**src/rtl/jlsemi_util_smic_efuse_pkg.sv**
```systemverilog
// ---------------------------------------------------------------------------
// jlsemi_util_smic_efuse_pkg
// Shared definitions for the SMIC eFuse responder model:
//   efuse_state_e   - responder FSM states
//   ERR_*           - bit positions inside the sticky err vector
//   EFUSE_OCT_BITS  - bits per fuse octet
//   EFUSE_BIT_IDX_W - width of the bit-in-octet index carried on A
// ---------------------------------------------------------------------------
package jlsemi_util_smic_efuse_pkg;

    typedef enum logic [1:0] {
        ST_IDLE      = 2'd0,
        ST_RD_PULSE  = 2'd1,
        ST_PG_PULSE  = 2'd2,
        ST_BAD_PULSE = 2'd3
    } efuse_state_e;

    localparam int ERR_RD_PG = 0;   // AEN rise with RDEN/PGMEN both set or both clear
    localparam int ERR_A_CHG = 1;   // A moved while AEN high
    localparam int ERR_SHORT = 2;   // pulse shorter than the minimum width
    localparam int ERR_AVDD  = 3;   // AVDD_EN low during a program pulse
    localparam int ERR_W     = 4;

    localparam int EFUSE_OCT_BITS  = 8;
    localparam int EFUSE_BIT_IDX_W = 3;

endpackage

```
**src/rtl/jlsemi_util_smic_efuse_emu_array.sv**
```systemverilog
// ---------------------------------------------------------------------------
// jlsemi_util_smic_efuse_emu_array
// Flop array standing in for the fuse cells. Bits only ever go 0->1.
// Ports:
//   clk, rst              clock and synchronous active-high reset (virgin fuse)
//   wr_en/wr_oct/wr_bit   blow one bit of one octet
//   rd_oct/rd_data        combinational read, registered into D by the top
//   peek_oct/peek_data    backdoor read, 1-cycle registered latency
// ---------------------------------------------------------------------------
module jlsemi_util_smic_efuse_emu_array
    import jlsemi_util_smic_efuse_pkg::*;
#(
    parameter int OCT_AW = 7
) (
    input  logic                       clk,
    input  logic                       rst,
    input  logic                       wr_en,
    input  logic [OCT_AW-1:0]          wr_oct,
    input  logic [EFUSE_BIT_IDX_W-1:0] wr_bit,
    input  logic [OCT_AW-1:0]          rd_oct,
    output logic [EFUSE_OCT_BITS-1:0]  rd_data,
    input  logic [OCT_AW-1:0]          peek_oct,
    output logic [EFUSE_OCT_BITS-1:0]  peek_data
);

    localparam int N_OCT = 1 << OCT_AW;

    logic [EFUSE_OCT_BITS-1:0] oct_arr [N_OCT];
    logic [EFUSE_OCT_BITS-1:0] bit_mask;
    logic [EFUSE_OCT_BITS-1:0] peek_data_reg;

    assign bit_mask = EFUSE_OCT_BITS'(1) << wr_bit;

    genvar gi;
    generate
        for (gi = 0; gi < N_OCT; gi++) begin : g_oct
            logic [EFUSE_OCT_BITS-1:0] oct_reg;

            // OR-in the mask: re-blowing a set bit leaves the octet unchanged
            always_ff @(posedge clk) begin
                if (rst) begin
                    oct_reg <= '0;
                end else if (wr_en && (wr_oct == OCT_AW'(gi))) begin
                    oct_reg <= oct_reg | bit_mask;
                end
            end

            assign oct_arr[gi] = oct_reg;
        end
    endgenerate

    assign rd_data = oct_arr[rd_oct];

    always_ff @(posedge clk) begin
        if (rst) begin
            peek_data_reg <= '0;
        end else begin
            peek_data_reg <= oct_arr[peek_oct];
        end
    end

    assign peek_data = peek_data_reg;

endmodule

```
**src/rtl/jlsemi_util_smic_efuse_emu.sv**
```systemverilog
// ---------------------------------------------------------------------------
// jlsemi_util_smic_efuse_emu
// Synchronous responder model of the SMIC eFuse macro. Samples the macro
// strobes on clk, blows bits on valid program pulses, returns octets on D
// for valid read pulses and raises sticky protocol flags.
// Ports:
//   clk, rst                   clock, synchronous active-high reset
//   PGMEN, RDEN, AEN, A,
//   AVDD_EN                    macro-side strobes from the adapter
//   D                          read data octet
//   peek_addr/peek_data        backdoor octet read (registered)
//   pgm_cnt                    saturating count of accepted program pulses
//   err, err_clr               sticky violation flags and their clear
// Configuration macro: JLSEMI_SMIC_EFUSE_EMU_CHK_EN enables the width/AVDD
// checks and err flags; without it every pulse is accepted and err reads 0.
// ---------------------------------------------------------------------------
module jlsemi_util_smic_efuse_emu
    import jlsemi_util_smic_efuse_pkg::*;
#(
    parameter int EFUSE_DEPTH = 10,
    parameter int RD_MIN_CYC  = 4,
    parameter int PGM_MIN_CYC = 16
) (
    input  logic                            clk,
    input  logic                            rst,
    input  logic                            PGMEN,
    input  logic                            RDEN,
    input  logic                            AEN,
    input  logic [EFUSE_DEPTH-1:0]          A,
    input  logic                            AVDD_EN,
    output logic [EFUSE_OCT_BITS-1:0]       D,
    input  logic [EFUSE_DEPTH-4:0]          peek_addr,
    output logic [EFUSE_OCT_BITS-1:0]       peek_data,
    output logic [15:0]                     pgm_cnt,
    output logic [ERR_W-1:0]                err,
    input  logic                            err_clr
);

    localparam int OCT_AW = EFUSE_DEPTH - EFUSE_BIT_IDX_W;

    efuse_state_e                state_reg;
    logic                        aen_q_reg;
    logic                        aen_blk_reg;   // AEN already high at reset: wait for low
    logic [EFUSE_DEPTH-1:0]      a_lat_reg;
    logic [15:0]                 wcnt_reg;
    logic [EFUSE_OCT_BITS-1:0]   d_reg;
    logic [15:0]                 pgm_cnt_reg;

    logic                        rise;
    logic                        fall;
    logic [16:0]                 wcnt_p1;
    logic                        rd_short;
    logic                        rd_hit;
    logic                        d_load;
    logic                        pg_fire;
    logic                        pg_ok;
    logic [OCT_AW-1:0]           lat_oct;
    logic [EFUSE_BIT_IDX_W-1:0]  lat_bit;
    logic [EFUSE_OCT_BITS-1:0]   rd_data;

    assign rise    = AEN & ~aen_q_reg & ~aen_blk_reg;
    assign fall    = ~AEN & aen_q_reg;
    assign lat_oct = a_lat_reg[OCT_AW-1:0];
    assign lat_bit = a_lat_reg[EFUSE_DEPTH-1 -: EFUSE_BIT_IDX_W];

    // wcnt holds (high cycles - 1) at the fall, so the pulse width is wcnt+1
    assign wcnt_p1  = {1'b0, wcnt_reg} + 17'd1;
    assign rd_short = (wcnt_p1 < 17'(RD_MIN_CYC));
    assign rd_hit   = (state_reg == ST_RD_PULSE) && (wcnt_reg == 16'(RD_MIN_CYC - 1));
    assign pg_fire  = (state_reg == ST_PG_PULSE) && fall;

`ifdef JLSEMI_SMIC_EFUSE_EMU_CHK_EN
    logic                avdd_ok_reg;
    logic                pg_short;
    logic [ERR_W-1:0]    err_set;
    logic [ERR_W-1:0]    err_reg;

    assign pg_short = (wcnt_p1 < 17'(PGM_MIN_CYC));
    assign d_load   = rd_hit;
    assign pg_ok    = pg_fire & ~pg_short & avdd_ok_reg;

    always_comb begin
        err_set            = '0;
        err_set[ERR_RD_PG] = (state_reg == ST_IDLE) && rise && !(RDEN ^ PGMEN);
        err_set[ERR_A_CHG] = (state_reg != ST_IDLE) && AEN && (A != a_lat_reg);
        err_set[ERR_SHORT] = ((state_reg == ST_RD_PULSE) && fall && rd_short)
                           | (pg_fire && pg_short);
        err_set[ERR_AVDD]  = pg_fire && !avdd_ok_reg;
    end

    // A same-cycle set beats err_clr
    always_ff @(posedge clk) begin
        if (rst) begin
            err_reg <= '0;
        end else if (err_clr) begin
            err_reg <= err_set;
        end else begin
            err_reg <= err_reg | err_set;
        end
    end

    // avdd_ok covers every AEN-high cycle of the program pulse, rise included
    always_ff @(posedge clk) begin
        if (rst) begin
            avdd_ok_reg <= 1'b0;
        end else if ((state_reg == ST_IDLE) && rise) begin
            avdd_ok_reg <= AVDD_EN;
        end else if ((state_reg != ST_IDLE) && AEN && !AVDD_EN) begin
            avdd_ok_reg <= 1'b0;
        end
    end

    assign err = err_reg;
`else
    logic unused_inputs;

    // Short reads still return data, latched at the fall
    assign d_load        = rd_hit | ((state_reg == ST_RD_PULSE) && fall && rd_short);
    assign pg_ok         = pg_fire;
    assign err           = '0;
    assign unused_inputs = ^{err_clr, AVDD_EN};
`endif

    always_ff @(posedge clk) begin
        if (rst) begin
            state_reg   <= ST_IDLE;
            aen_q_reg   <= 1'b0;
            aen_blk_reg <= AEN;
            a_lat_reg   <= '0;
            wcnt_reg    <= '0;
            d_reg       <= '0;
            pgm_cnt_reg <= '0;
        end else begin
            aen_q_reg <= AEN;
            if (!AEN) begin
                aen_blk_reg <= 1'b0;
            end
            if (d_load) begin
                d_reg <= rd_data;
            end
            if (pg_ok && (pgm_cnt_reg != 16'hFFFF)) begin
                pgm_cnt_reg <= pgm_cnt_reg + 16'd1;
            end

            case (state_reg)
                ST_IDLE: begin
                    if (rise) begin
                        a_lat_reg <= A;
                        wcnt_reg  <= '0;
                        if (RDEN && !PGMEN) begin
                            state_reg <= ST_RD_PULSE;
                        end else if (PGMEN && !RDEN) begin
                            state_reg <= ST_PG_PULSE;
                        end else begin
                            state_reg <= ST_BAD_PULSE;
                        end
                    end
                end
                default: begin
                    if (fall) begin
                        state_reg <= ST_IDLE;
                    end else if (AEN && (wcnt_reg != 16'hFFFF)) begin
                        wcnt_reg <= wcnt_reg + 16'd1;
                    end
                end
            endcase
        end
    end

    jlsemi_util_smic_efuse_emu_array #(
        .OCT_AW (OCT_AW)
    ) u_array (
        .clk       (clk),
        .rst       (rst),
        .wr_en     (pg_ok),
        .wr_oct    (lat_oct),
        .wr_bit    (lat_bit),
        .rd_oct    (lat_oct),
        .rd_data   (rd_data),
        .peek_oct  (peek_addr),
        .peek_data (peek_data)
    );

    assign D       = d_reg;
    assign pgm_cnt = pgm_cnt_reg;

endmodule

```
**config.mk**
```make
export PLATFORM = sky130hd
export DESIGN_NAME = jlsemi_util_smic_efuse_emu
export DESIGN_NICKNAME = d
export VERILOG_FILES = /design/src/rtl/jlsemi_util_smic_efuse_pkg.sv /design/src/rtl/jlsemi_util_smic_efuse_emu_array.sv /design/src/rtl/jlsemi_util_smic_efuse_emu.sv
export SDC_FILE = /design/constraint.sdc
export NUM_CORES = 2
export LEC_CHECK = 0
export CAP_MARGIN = 20
export CORE_ASPECT_RATIO = 1.1
export CORE_MARGIN = 2
export CORE_UTILIZATION = 58
export DETAILED_ROUTE_END_ITERATION = 7
export PLACE_DENSITY = 0.7
export SLEW_MARGIN = 20
export SYNTH_ARGS = -nofsm -noshare
export SYNTH_HDL_FRONTEND = slang
export SYNTH_SLANG_ARGS = --single-unit
```
**constraint.sdc**
```tcl
create_clock -name clk -period 6 [get_ports clk]
set_clock_uncertainty 0.15 [all_clocks]
set_input_delay 0.6 -clock clk [delete_from_list [all_inputs] [get_ports clk]]
set_output_delay 0.6 -clock clk [all_outputs]
set_load 0.05 [all_outputs]
```
==> flow_summary.ini <==
[hold_path]
min_path_type = in -> reg

[placement]
portBuffers = 53
hpwl_um = 105800
routabilityCongestion = 0.9553
place_area_um2 = 51570

[power]
ir_drop_mv = 0.2751
pwr-share-seq = 0.470
p_switching_w = 0.003696
p_int_w = 0.01174
p_sw_frac = 0.2393
combPwrFrac = 0.062
pwr-share-clk = 0.467
p_leak_nw = 19.02
power.density_nw_per_um2 = 279.1

[worst_setup_path]
crit_type = reg -> reg
crit_slowest_cell = dfxtp_4
cp_max_fo = 54
crit_path_start_kind = flip-flop
cpPeakStageDelay_ns = 1.04
cp.required_ns = 6.38
path_delay_family = simple AND/OR/NAND/NOR gates
arrival_ns = 4.92
cp-end-kind = flip-flop
critPathMostFrequentCell = nor4_1
path_buf_inv = 1
cp_cell_sequence = buf_4 -> mux4_2 -> mux2i_1 -> nor2_1 -> nor4_1 -> a2111oi_2 -> nor4_1 -> a211oi_1

[detailed_routing]
first_iter_violations = 6002
viasPerCell = 6.868
wl_um = 164300
wire_per_inst_um = 27.00
drc = 0
first_pass_iters = 8
vias = 41800
ant_nets = 0

[grt]
grt_pass1_wl_um = 246500
antenna_found_initial = 6
track_usage = 0.3617
grt_max_degree = 172
grt_pass1_vias = 38790
gr-total-overflow = 0

[cts]
cts.repair_timing.setup_buffer_count = 0
clk_pin_slew_ns = 0.06
cts_hold_buf = 0
clockBufferDepth = 3
htreeDepth = 3
post_cts_resized = 0
root_buffer = clkbuf_16
cts_tree = done
cts_buffers = 108
clock_latency_ns = 0.71
cts.sinks = 1086

[final_layout]
drive_gt1_frac = 0.1756
nets = 4872
syn_to_final_growth_pct = 9.322
largest_reg_flops = 1024
design_area_um2 = 55330

[logic_synthesis]
synth_edf_count = 1
ys_ff_latch = 1086
yosysSeqAreaShare = 0.4298
syn_avg_cell_area_um2 = 10.03
async_flop_share = 0
syn_area_um2 = 50610
synth_cells = 5047
yosysWarnings = 0
synth_area_leaders = dfxtp_1 43%, mux4_2 23%, a21oi_1 11%, nor2_1 8.9%, mux2i_1 3.0%
synth_top_area_cell = dfxtp_1
synth_flop_cell = dfxtp_1
synth_common_cells = 1198 x nor2_1, 1085 x dfxtp_1, 1080 x a21oi_1
yosys.cell_count.top_type = nor2_1
synth_top_area_frac = 0.4292
synth_cell_types = 67

[sta]
fmax_mhz = 220.0
worst_pin_slew_ns = 1.264
tns_ns = 0
rsz0062_at_grt = no
period_share = 0.7576
setup_viol = 0
maxSlewViolCount = 0
slew_headroom = 0.1540
hold_violations = 0
finalCriticalPeriod_ns = 4.546

[flow_run]
cap_violations = 0

[die]
die_w_um = 285.7
start_util = 0.5859
die_area_um2 = 89640
std_cell_rows = 113
coreArea_um2 = 86390
die_h_um = 313.8
boundaryPins = 60

[outcome]
status = finished clean
-- worst paths after layout --
kind	startpoint	to	slack, ns	cells past startpoint
worst max-delay path	a_lat_reg[1]	D[5]	1.45	8
worst min-delay path	rst	u_array.g_oct[57].oct_reg[3]	0.28	2
worst max register to register	a_lat_reg[1]	D[5]	1.45	8
worst min register to register	D[5]	D[5]	0.33	2
-- cell usage in the layout (no fill, tap or decap), types with 18 or more instances in the layout --
cell and count:
o21ai_0 36, buf_4 75, dfxtp_1 1080, mux2i_1 150, o22ai_1 24, nor2b_1 18
clkbuf_8 19, clkbuf_16 110, clkbuf_1 22, nor2_1 1193, clkdlybuf4s50_1 47, a21oi_1 1080
a22oi_1 69, a211oi_1 33, mux4_2 524, nor3_1 22, nand3_1 30, nand2_1 76
clkinv_2 20
-- cell families (layout without fill, tap and decap cells) --
logic type,after synthesis,in the layout,synth area share
AND/OR/NAND/NOR,1453,1453,0.1174
multiplexers,691,691,0.2666
adder cells (fa/ha/maj),2,2,0.0004943
other,1,7,0.00007409
buffers and inverters,471,354,0.04042
AO/OA/AOI/OAI,1329,1329,0.1428
XOR/XNOR,14,14,0.002423
flip-flops,1086,1086,0.4298
-- metal layers --
metal	vias to the layer above	global-route usage	part of all wire
met5	-	0	0.00033
met4	8	0.1717	0.051
met3	497	0.1038	0.13
met2	2691	0.5394	0.44
met1	20560	0.4885	0.38
li1	18050	-	-
-- per-stage QoR --
stage / util / hold slack [ns] / power, W / instances / worst slack [ns]
global placement: 0.5970 / 0.3102 / 0.008360 / 5886 / 1.440
finish: 0.6405 / 0.2844 / 0.01544 / 6086 / 1.455
global route: 0.6404 / 0.3200 / 0.01579 / 6084 / 1.390
detailed placement: 0.5970 / 0.3208 / 0.008364 / 5886 / 1.492
floorplan: - / 0.2978 / 0.008092 / 5050 / 3.134
CTS: 0.6404 / 0.3015 / 0.01544 / 6083 / 1.660
-- power by group through the flow --
| stage | Clock [W] | Combinational [W] | Sequential, W |
|---|---|---|---|
| 2_1_floorplan | 0 | 0.000705 | 0.00739 |
| 3_3_place_gp | 0 | 0.000936 | 0.00742 |
| 3_5_place_dp | 0 | 0.000939 | 0.00742 |
| 4_1_cts | 0.00723 | 0.000941 | 0.00726 |
| 5_1_grt | 0.00753 | 0.00100 | 0.00726 |
| 6_report | 0.00721 | 0.000962 | 0.00726 |
-- layout make-up --
type | count | area [µm²]
multi-input cells | 3493 | 26930
fillers | 6834 | 31060
clock inverters | 46 | 651.9
inverters | 15 | 56.30
clock buffers | 151 | 3097
well taps | 1150 | 1439
flip-flops and latches | 1086 | 21760
diodes | 3 | 7.507
repair buffers | 142 | 1389
Power figures use the tool's default switching activity.
